## src/rtl/cc_gates_scan_ctrl.sv

```systemverilog
// Scan sequencer: steps {a,b} through 00..11 on the gate block and returns the selected gate's truth table.
// Optional golden-table self-check is built when SC_GATESCAN_SELFCHECK_EN is defined.
module cc_gates_scan_ctrl #(
   parameter int unsigned SETTLE_CYCLES = 1
) (
   input  logic       SC_GATESCAN_CLOCK_50,
   input  logic       SC_GATESCAN_RESET_InHigh,
   input  logic       SC_GATESCAN_start_In,
   input  logic [2:0] SC_GATESCAN_op_In,
   input  logic [7:0] SC_GATESCAN_gate_In,
   output logic       SC_GATESCAN_a_Out,
   output logic       SC_GATESCAN_b_Out,
   output logic       SC_GATESCAN_busy_Out,
   output logic       SC_GATESCAN_done_Out,
   output logic [3:0] SC_GATESCAN_table_Out,
   output logic       SC_GATESCAN_err_Out
);

   localparam int unsigned CNT_W = 4;
   localparam logic [CNT_W-1:0] SETTLE_LAST = CNT_W'(SETTLE_CYCLES - 1);

   typedef enum logic [1:0] {IDLE, DRIVE, SAMPLE, DONE} state_t;

   state_t           state_q;
   logic [2:0]       op_q;
   logic [1:0]       idx_q;
   logic [CNT_W-1:0] cnt_q;
   logic             a_q, b_q, busy_q, done_q;
   logic [3:0]       table_q;

   logic       sel_c;
   logic [1:0] idx_nxt_c;
   logic [3:0] table_d;

   assign sel_c     = SC_GATESCAN_gate_In[op_q];
   assign idx_nxt_c = idx_q + 2'd1;

   // Current table with the sampled gate bit merged in at idx
   always_comb begin
      table_d        = table_q;
      table_d[idx_q] = sel_c;
   end

   always_ff @(posedge SC_GATESCAN_CLOCK_50 or posedge SC_GATESCAN_RESET_InHigh) begin
      if (SC_GATESCAN_RESET_InHigh) begin
         state_q <= IDLE;
         op_q    <= 3'd0;
         idx_q   <= 2'd0;
         cnt_q   <= '0;
         a_q     <= 1'b0;
         b_q     <= 1'b0;
         busy_q  <= 1'b0;
         done_q  <= 1'b0;
         table_q <= 4'h0;
      end else begin
         case (state_q)
            IDLE: begin
               done_q <= 1'b0;
               if (SC_GATESCAN_start_In) begin
                  op_q    <= SC_GATESCAN_op_In;
                  idx_q   <= 2'd0;
                  cnt_q   <= '0;
                  table_q <= 4'h0;
                  a_q     <= 1'b0;
                  b_q     <= 1'b0;
                  busy_q  <= 1'b1;
                  state_q <= DRIVE;
               end
            end
            DRIVE: begin
               if (cnt_q == SETTLE_LAST) begin
                  cnt_q   <= '0;
                  state_q <= SAMPLE;
               end else begin
                  cnt_q <= cnt_q + CNT_W'(1);
               end
            end
            SAMPLE: begin
               table_q <= table_d;
               if (idx_q == 2'd3) begin
                  a_q     <= 1'b0;
                  b_q     <= 1'b0;
                  busy_q  <= 1'b0;
                  done_q  <= 1'b1;
                  state_q <= DONE;
               end else begin
                  idx_q   <= idx_nxt_c;
                  a_q     <= idx_nxt_c[1];
                  b_q     <= idx_nxt_c[0];
                  state_q <= DRIVE;
               end
            end
            DONE: begin
               done_q  <= 1'b0;
               state_q <= IDLE;
            end
            default: state_q <= IDLE;
         endcase
      end
   end

`ifdef SC_GATESCAN_SELFCHECK_EN
   logic err_q;

   function automatic logic [3:0] golden(input logic [2:0] op);
      case (op)
         3'd0, 3'd1:       golden = 4'b1000;
         3'd2:             golden = 4'b1110;
         3'd3, 3'd4, 3'd5: golden = 4'b0110;
         3'd6:             golden = 4'b0111;
         default:          golden = 4'b0001;
      endcase
   endfunction

   // Sticky mismatch flag, evaluated once the table is complete
   always_ff @(posedge SC_GATESCAN_CLOCK_50 or posedge SC_GATESCAN_RESET_InHigh) begin
      if (SC_GATESCAN_RESET_InHigh) begin
         err_q <= 1'b0;
      end else if (state_q == IDLE && SC_GATESCAN_start_In) begin
         err_q <= 1'b0;
      end else if (state_q == DONE) begin
         err_q <= (table_q != golden(op_q));
      end
   end

   assign SC_GATESCAN_err_Out = err_q;
`else
   assign SC_GATESCAN_err_Out = 1'b0;
`endif

   assign SC_GATESCAN_a_Out     = a_q;
   assign SC_GATESCAN_b_Out     = b_q;
   assign SC_GATESCAN_busy_Out  = busy_q;
   assign SC_GATESCAN_done_Out  = done_q;
   assign SC_GATESCAN_table_Out = table_q;

endmodule

```

## config.mk

```make
export PLATFORM = sky130hd
export DESIGN_NAME = cc_gates_scan_ctrl
export DESIGN_NICKNAME = d
export VERILOG_FILES = /design/src/rtl/cc_gates_scan_ctrl.sv
export SDC_FILE = /design/constraint.sdc
export NUM_CORES = 1
export LEC_CHECK = 0
export ABC_AREA = 1
export ABC_CLOCK_PERIOD_IN_PS = 2100
export CORE_ASPECT_RATIO = 0.6
export CORE_UTILIZATION = 50
export DETAILED_ROUTE_END_ITERATION = 10
export PLACE_DENSITY = 0.85
export SLEW_MARGIN = 20
export SYNTH_ARGS = -nofsm -noshare
export SYNTH_HDL_FRONTEND = slang
export SYNTH_SLANG_ARGS = --single-unit
```

## constraint.sdc

```tcl
create_clock -name SC_GATESCAN_CLOCK_50 -period 2.1 [get_ports SC_GATESCAN_CLOCK_50]
set_clock_uncertainty 0.15 [all_clocks]
set_input_delay 0.42 -clock SC_GATESCAN_CLOCK_50 [delete_from_list [all_inputs] [get_ports SC_GATESCAN_CLOCK_50]]
set_output_delay 0.42 -clock SC_GATESCAN_CLOCK_50 [all_outputs]
set_load 0.05 [all_outputs]
```

==> run metrics, run 1 <==
number of instances resized during post-cts repair 0; status finished clean; area of the core region 0.00198 sq mm; clock-pin slew on the worst setup and hold paths 70 ps; buffer cell driving the clock tree root clkbuf_8; count of unresolved DRC violations after routing 0; crit share post-route 0.961; Worst Hold Depth 2; DRT antenna net count 0; setup total negative slack 0 ps; commonest non-fill, non-tap cell in the layout nand2_1; Worst slew margin 0.669; worst hold path startpoint SC_GATESCAN_busy_Out; Critical-path top delay cell clkdlybuf4s50_1; top-level I/O count 23; Leakage 0.734 nW; cell types occupying the most area after synthesis dfrtp_1 (42%), ha_1 (11%), nand2_1 (9.7%); insertion delay to the later sink of the worst-skew pair between 200 and 300 ps; initial detailed-routing violation count 39; peak fanout along the critical path 2; number of nets in the final layout roughly 190; number of warnings reported in the yosys synthesis log 0; Synth Register Bits 19; share of the synthesized area in the top cell type 0.423; MaxCap Viol Count 0; met3 routed wirelength 141 um; class of the most critical hold timing path register to register; floorplan die height 38.7 um; required time at the worst-slack endpoint between 1500 and 2000 ps; Setup Slack @ Placement approximately 270 ps; via density per instance 4.81; Worst Path Class, Setup register to primary output; first-pass GRT wire length 4030 um; logic depth of the worst path, buffers included 1; CP top delay family buffers and inverters; area enclosed by the die boundary approximately 0.0024 sq mm; final core utilization 0.710; count of mapped cells out of synthesis 139; Initial Utilization 0.568; final cell count without fillers 192; max frequency 0.496 GHz; commonest cells after routing, fill and taps aside nand2_1 (29), inv_1 (27), dfrtp_1 (19); distinct cell type count of the synthesized netlist 21; metal1 wirelength between 1000 and 1500 um; Post-Synthesis Net Count 163; maximum clock insertion buffer count 2; worst-case reg-to-reg path depth 7; Worst Tran Pin Value 495 ps; count of final hold-check violations 0; DR WL/cell 12.3 um; post-layout min period 2020 ps; Die Span X 63.2 um; delay of the slowest cell on the worst path slightly above 800 ps; detailed-routed wire length on met2 approximately 1000 um; area leader, netlist dfrtp_1; number of placed instances, taps included 188; Total Wirelength ~2400 um; pin count of the biggest net entering global routing 20; slack of the worst reg-to-reg path 300 ps; final max-slew violation count 0; Min-Delay Endpoint SC_GATESCAN_busy_Out; capturing element type of the critical path primary output; Worst R2R End SC_GATESCAN_table_Out[0]; total power per unit cell area 1450 mW/mm^2; post-CTS setup buffer count 0; Final WS setup just over 80 ps; number of setup violations in the final report 0; post-synthesis average cell area 8.09 sq um; RSZ-0062 raised after global routing false; DRT Pass-1 Iters 4; WP buf/inv 1; Congestion Overflow GR 0; worst ir drop on vdd 0.830 mV; fraction of final layout cells sized beyond drive strength 1 0.152; post-synthesis to final-layout area growth 25.1%; cts bufs inserted 3; TritonCTS clock tree built; number of levels in the clock H-tree 1; Sinks on Clock Net 19; ANT cells 0; critical path launch point type register; endpoint arrival time on the critical path roughly 1500 ps; summed instance area of the synthesized netlist 0.00112 sq mm; overall track demand over capacity in global routing 0.229; R2R Path Start state_q[0]; total vias in the final route 923; via count of the first global-routing pass approximately 870; sequential area share after synthesis 0.423; count of hold buffers inserted by post-cts repair 0; half-perimeter wire length after detailed placement 1890 um; placer congestion estimate 0.820; number of antenna violations at the first check in global routing 0; IO Port Bufs 21; top metal layer carrying routed signals met3; critical path cell sequence clkdlybuf4s50_1; Site Rows 12
## power breakdown
part | leakage, nW | switching (mW) | total, mW | internal, mW
Sequential | 0.246 | 0.110 | 0.620 | 0.510
Clock | 0.0228 | 0.121 | 0.256 | 0.135
Combinational | 0.465 | 0.780 | 1.17 | 0.388
Total | 0.734 | 1.01 | 2.04 | 1.03
## state kept, by name (all words and copies together) (netlist names)
| name | count |
|---|---|
| SC_GATESCAN_b_Out | 1 |
| op_q | 3 |
| cnt_q | 4 |
| state_q | 2 |
| SC_GATESCAN_table_Out | 4 |
| SC_GATESCAN_a_Out | 1 |
| SC_GATESCAN_done_Out | 1 |
| SC_GATESCAN_busy_Out | 1 |
| idx_q | 2 |
## logic make-up after synthesis
family	Yosys count	synth area share
mux	1	0.0100
fa+ha+maj	10	0.111
flops	19	0.423
simple gates	53	0.211
buf+inv	32	0.112
other cells	1	0.00333
compound gates	23	0.129
## cell type report
class,instances,area (sq um)
Fill cell,155,574
Sequential cell,19,475
Multi-Input combinational cell,88,523
Inverter,31,119
Timing Repair Buffer,22,210
Tap cell,28,35.0
Clock buffer,4,45.0
## metal layers
layer,GRT usage,vias to the layer above
li1,-,480
met2,0.379,27
met5,0,-
met4,0.0170,0
met1,0.312,416
met3,0.0706,0
## worst max path at each step
stage,slack (ps),from,endpoint
floorplan,580,state_q[0],SC_GATESCAN_table_Out[0]
global placement,390,SC_GATESCAN_table_Out[2],SC_GATESCAN_table_Out[2]
detailed placement,270,SC_GATESCAN_start_In,SC_GATESCAN_table_Out[0]
CTS,90,SC_GATESCAN_table_Out[1],SC_GATESCAN_table_Out[1]
global route,50,SC_GATESCAN_busy_Out,SC_GATESCAN_busy_Out
finish,80,SC_GATESCAN_table_Out[2],SC_GATESCAN_table_Out[2]
## Yosys cell counts, drive strengths merged
| master | instances |
|---|---|
| o21ai | 18 |
| nor2 | 10 |
| mux2 | 1 |
| inv | 31 |
| nand2 | 32 |
| conb | 1 |
| ha | 10 |
| buf | 1 |
| dfrtp | 19 |
| a21oi | 5 |
| nor3 | 1 |
| nand3 | 10 |
## per-stage QoR
stage | power, mW | hold WS [ps] | cell area, sq um
finish | 2.04 | 327 | 1410
global route | 2.21 | 358 | 1410
CTS | 2.05 | 331 | 1410
detailed placement | 1.79 | 314 | 1360
global placement | 1.73 | 324 | 1360
floorplan | 1.47 | 221 | 1120
No activity file was read; power rests on OpenSTA's default activity.
==> run 2: changes to the inputs <==
- CORE_MARGIN: default -> 4
- SETUP_SLACK_MARGIN: default -> 0.5
==> run 2 against run 1 <==
Compared with the run above: global-route usage down 3.3 points; critical path depth stayed put; non-clock buffer count increased by 4; design area increased by 5.2%; utilization up 3.7 points.
==> run metrics, run 2 (same netlist as run 1, synthesis figures left out) <==
status finished clean; TritonCTS clock tree built; top-level I/O count 23 (unchanged); R2R Path Start state_q[1]; DR WL/cell 14.7 um (+20%); critical path launch point type register; clock-pin slew on the worst setup and hold paths 70 ps (about the same); Total Wirelength 2880 um (+22%); half-perimeter wire length after detailed placement 1950 um (+3.4%); total power per unit cell area 1530 mW/mm^2 (+5.3%); commonest non-fill, non-tap cell in the layout nand2_1; Total Power Consumption 2.26 mW (+11%); overall track demand over capacity in global routing 0.196 (-0.0330); WP buf/inv 1 (unchanged); buffer cell driving the clock tree root clkbuf_8; class of the most critical hold timing path primary input to asynchronous set/reset pin; area of the core region 0.00198 sq mm (unchanged); Leakage 0.767 nW (+4.5%); total vias in the final route 1030 (+12%); delay of the slowest cell on the worst path 380 ps (-430 ps); placer congestion estimate 0.785 (-4.3%); ANT cells 0 (unchanged); area enclosed by the die boundary 0.00310 sq mm (+26%); fraction of final layout cells sized beyond drive strength 1 0.256 (+0.104); crit share post-route 0.758 (-0.203); MaxCap Viol Count 0 (unchanged); pin count of the biggest net entering global routing 20 (unchanged); capturing element type of the critical path primary output; peak fanout along the critical path 2 (unchanged); count of unresolved DRC violations after routing 0 (unchanged); first-pass GRT wire length 4590 um (+14%); Seq pwr share 0.277 (-0.026); number of antenna violations at the first check in global routing 0 (unchanged); worst-case reg-to-reg path depth 8 (+1); max frequency 0.628 GHz (+27%); Die Span X 69.2 um (+9.5%); share of power burned in combinational logic 0.607 (+0.035); Worst Path Class, Setup register to primary output; internal power component 1.14 mW (+10%); cts bufs inserted 3 (unchanged); via density per instance 5.26 (+9.3%); setup total negative slack 0 ps (unchanged); Net Sw Frac 0.496 (+0.00134); final max-slew violation count 0 (unchanged); Site Rows 12 (unchanged); insertion delay to the later sink of the worst-skew pair 260 ps (about the same); number of levels in the clock H-tree 1 (unchanged); CP top delay family flip-flops; post-layout min period 1590 ps (-425 ps); RSZ-0062 raised after global routing true; number of setup violations in the final report 0 (unchanged); count of final hold-check violations 0 (unchanged); DRT antenna net count 0 (unchanged); via count of the first global-routing pass 987 (+13%); post-synthesis to final-layout area growth 31.6%; IO Port Bufs 21 (unchanged); initial detailed-routing violation count 62 (+59%); endpoint arrival time on the critical path 1020 ps (-430 ps); critical path cell sequence clkdlybuf4s15_2; required time at the worst-slack endpoint 1530 ps (about the same); # fillers 136 (-12%); DRT Pass-1 Iters 4 (unchanged); maximum clock insertion buffer count 2 (unchanged); commonest cells after routing, fill and taps aside nand2_1 (27), inv_1 (23), dfrtp_1 (18); Worst R2R End SC_GATESCAN_table_Out[0]; number of nets in the final layout 193 (+2.1%); worst ir drop on vdd 0.727 mV (-12%); count of hold buffers inserted by post-cts repair 0 (unchanged); Congestion Overflow GR 0 (unchanged); floorplan die height 44.7 um (+15%); Sinks on Clock Net 19 (unchanged); Critical-path top delay cell dfrtp_1; power share of the clock group 0.116 (-0.009); switching pwr 1.12 mW (+11%); Initial Utilization 0.568 (unchanged); slack of the worst reg-to-reg path 510 ps (+210 ps)
[run 2: what timing repair did]
| item | in CTS | in global routing |
|---|---|---|
| pin swaps | 1 | 1 |
| setup buffers | 4 | 0 |
| setup endpoints to repair | 18 | 8 |
| gates resized for setup | 19 | 17 |
[run 2: worst reg2reg max path, stage by stage, from the launching register on]
cell and delay [ps]:
dfrtp_2 460, inv_4 100, ha_4 180, nand2_4 90, o21ai_4 100, buf_6 140, nor2_2 40, o21ai_1 150
a21oi_1 70
[run 2: worst max path at each step]
| stage | from | end | depth (start not counted) |
|---|---|---|---|
| 2_1_floorplan | state_q[0] | SC_GATESCAN_table_Out[0] | 6 |
| 3_3_place_gp | SC_GATESCAN_table_Out[0] | SC_GATESCAN_table_Out[0] | 1 |
| 3_5_place_dp | state_q[1] | SC_GATESCAN_table_Out[0] | 7 |
| 4_1_cts | state_q[0] | SC_GATESCAN_done_Out | 6 |
| 5_1_grt | state_q[1] | SC_GATESCAN_table_Out[0] | 8 |
| 6_report | SC_GATESCAN_table_Out[0] | SC_GATESCAN_table_Out[0] | 1 |
[run 2: per-layer routing]
layer  track usage  part of all wire  vias up
met3        0.0711             0.058       16
met4         0.109             0.055        0
li1              -                 -      480
met2         0.330              0.45       48
met1         0.225              0.43      486
met5             0                 0        -
[run 2: cell type report]
| cell class | instances | area [sq um] | area share |
|---|---|---|---|
| multi-input combinational | 88 | 558 | 0.377 |
| clock buffer | 4 | 45.0 | 0.0304 |
| timing repair buffer | 26 | 244 | 0.165 |
| tap | 28 | 35.0 | 0.0237 |
| sequential | 19 | 477 | 0.322 |
| inverter | 31 | 121 | 0.0820 |
[run 2: per-stage QoR]
stage | hold WS, ps | utilization | cell area, sq um | cells | setup WS (ps)
2_1_floorplan | 221 | - | 1120 | 139 | 583
3_3_place_gp | 321 | 0.688 | 1360 | 188 | 381
3_5_place_dp | 319 | 0.688 | 1360 | 188 | 344
4_1_cts | 336 | 0.735 | 1460 | 196 | 506
5_1_grt | 355 | 0.747 | 1480 | 196 | 424
6_report | 326 | 0.747 | 1480 | 196 | 508
[run 2: power by group through the flow]
stage	clock, mW	combinational [mW]	sequential (mW)
2_1_floorplan	0	0.657	0.809
3_3_place_gp	0	1.12	0.614
3_5_place_dp	0	1.16	0.626
4_1_cts	0.258	1.29	0.613
5_1_grt	0.280	1.50	0.645
6_report	0.263	1.37	0.626
==> run 3: changes to the inputs <==
- ABC_CLOCK_PERIOD_IN_PS: 2100 -> 1400
- CORE_UTILIZATION: 50 -> 45
- PLACE_DENSITY: 0.85 -> 0.81
- clock period: 2.1 -> 1.4 ns (I/O delays scaled with it)
==> run 3 against run 2 <==
Compared with the run above: utilization grew 9.4 points; hold slack lost 140 ps; sequential cell count is the same; global-route usage grew 3.6 points; the run now ends with negative setup slack left.
==> run metrics, run 3 (same netlist as run 1, synthesis figures left out) <==
Congestion Overflow GR 0 (unchanged); number of antenna violations at the first check in global routing 0 (unchanged); fraction of final layout cells sized beyond drive strength 1 0.500 (+0.244); count of final hold-check violations 0 (unchanged); power share of the clock group 0.082 (-0.034); Leakage 0.932 nW (+21%); IO Port Bufs 21 (unchanged); DRT Pass-1 Iters 5 (+1); endpoint arrival time on the critical path 1680 ps (+660 ps); number of setup violations in the final report 18 (+18); area enclosed by the die boundary 0.00339 sq mm (+9.4%); critical path launch point type register; half-perimeter wire length after detailed placement 2290 um (+17%); post-synthesis to final-layout area growth 70.2%; Worst Path Class, Setup register to register; status complete, but fails checks; sequential cell area 485 sq um (+1.8%); count of unresolved DRC violations after routing 0 (unchanged); insertion delay to the later sink of the worst-skew pair 270 ps (about the same); commonest non-fill, non-tap cell in the layout buf_4; internal power component 2.55 mW (+120%); required time at the worst-slack endpoint 1430 ps (-100 ps); Worst R2R End SC_GATESCAN_table_Out[1]; area of the core region 0.00228 sq mm (+15%); DRT antenna net count 0 (unchanged); count of hold buffers inserted by post-cts repair 0 (unchanged); overall track demand over capacity in global routing 0.232 (+0.0362); initial detailed-routing violation count 207 (+230%); Seq pwr share 0.209 (-0.068); # fillers 107 (-21%); Sinks on Clock Net 19 (unchanged); Initial Utilization 0.494 (-0.0736); total vias in the final route 1285 (+25%); capturing element type of the critical path register; MaxCap Viol Count 0 (unchanged); floorplan die height 46.7 um (+4.4%); violations in the final reports negative setup slack; cts bufs inserted 3 (unchanged); commonest cells after routing, fill and taps aside buf_4 (24), nand2_1 (23), inv_1 (20); worst hold-check slack 187 ps (-139 ps); RSZ-0062 raised after global routing true; slack of the worst reg-to-reg path -250 ps (-760 ps); final max-slew violation count 0 (unchanged); Site Rows 13 (+1); buffer cell driving the clock tree root clkbuf_8; ANT cells 0 (unchanged); number of levels in the clock H-tree 1 (unchanged); top-level I/O count 23 (unchanged); combined area of the multi-input logic cells 674 sq um (+21%); crit share post-route 1.18; via count of the first global-routing pass 1152 (+17%); DR WL/cell 20.6 um (+40%); Final WS setup -250 ps (-758 ps); maximum clock insertion buffer count 2 (unchanged); peak fanout along the critical path 4 (+2); TritonCTS clock tree built; total power per unit cell area 2540 mW/mm^2 (+66%); Die Span X 72.5 um (+4.8%); first-pass GRT wire length 5600 um (+22%); max frequency just over 0.6 GHz; worst ir drop on vdd 1.78 mV (+150%); class of the most critical hold timing path primary input to asynchronous set/reset pin; share of power burned in combinational logic 0.709 (+0.102); Total Wirelength 4560 um (+58%); R2R Path Start state_q[0]; placer congestion estimate 0.811 (+3.4%); pin count of the biggest net entering global routing 20 (unchanged); worst-case reg-to-reg path depth 7 (-1); clock-pin slew on the worst setup and hold paths 70 ps (about the same); setup total negative slack -2670 ps (-2670 ps); switching pwr 2.30 mW (+110%); Net Sw Frac 0.475 (-0.0211); via density per instance 5.79 (+10%); post-layout min period 1650 ps; number of nets in the final layout 217 (+12%)
[run 3: changes by cell type in the layout (fill, tap and decap cells not counted), sizes merged]
cell,delta
buf,+27
clkdlybuf4s50,+1
clkinvlp,+1
dlymetal6s2s,-1
clkdlybuf4s15,-3
inv,-1
[run 3: critical path, cell delays in order (launching register included)]
cell     delay (ps)
dfrtp_1         440
inv_2           130
ha_4            190
inv_4            50
buf_4           140
nand2_1         180
o21ai_1         120
a21oi_1         160
[run 3: power groups by stage]
stage / combinational (mW) / clock, mW / sequential, mW
after floorplan: 1.07 / 0 / 1.24
after global placement: 2.14 / 0 / 0.990
final: 3.44 / 0.396 / 1.02
after CTS: 2.62 / 0.388 / 0.983
after detailed placement: 2.26 / 0 / 1.01
after global routing: 3.61 / 0.425 / 1.02
[run 3: cell type report]
class / count / share of cell area
timing repair buffer: 50 / 0.284
clock buffer: 4 / 0.0235
sequential: 19 / 0.254
multi-input combinational: 88 / 0.352
inverter: 31 / 0.0667
tap: 30 / 0.0196
[run 3: worst max path at each step]
stage | from | end | slack, ps | cells past startpoint
after floorplan | state_q[0] | SC_GATESCAN_table_Out[0] | -40 | 6
after global placement | SC_GATESCAN_start_In | SC_GATESCAN_table_Out[2] | -150 | 7
after detailed placement | SC_GATESCAN_start_In | idx_q[1] | -250 | 7
after CTS | state_q[0] | SC_GATESCAN_table_Out[2] | -120 | 8
after global routing | state_q[0] | SC_GATESCAN_table_Out[1] | -290 | 7
final | state_q[0] | SC_GATESCAN_table_Out[1] | -250 | 7
[run 3: what timing repair did]
action                                  4_1_cts  5_1_grt
setup buffers                                 9        9
pin swaps                                     8       10
endpoints found under the setup margin       27       27
cloned                                        0        0
hold endpoints to repair                      0        0
resized for setup                            12       30
[run 3: stage by stage]
stage	instance area, sq um	instances	utilization	setup WS (ps)	power [mW]
3_5_place_dp	1580	200	0.694	-248	3.27
5_1_grt	1910	222	0.841	-293	5.05
3_3_place_gp	1580	200	0.694	-153	3.13
6_report	1910	222	0.841	-250	4.85
4_1_cts	1730	213	0.759	-121	3.99
2_1_floorplan	1160	139	-	-35.5	2.31
[run 3: per-layer routing]
| metal | global-route usage | share of wire |
|---|---|---|
| met5 | 0 | 0 |
| met4 | 0.143 | 0.067 |
| met3 | 0.0719 | 0.087 |
| met2 | 0.366 | 0.45 |
| met1 | 0.286 | 0.40 |
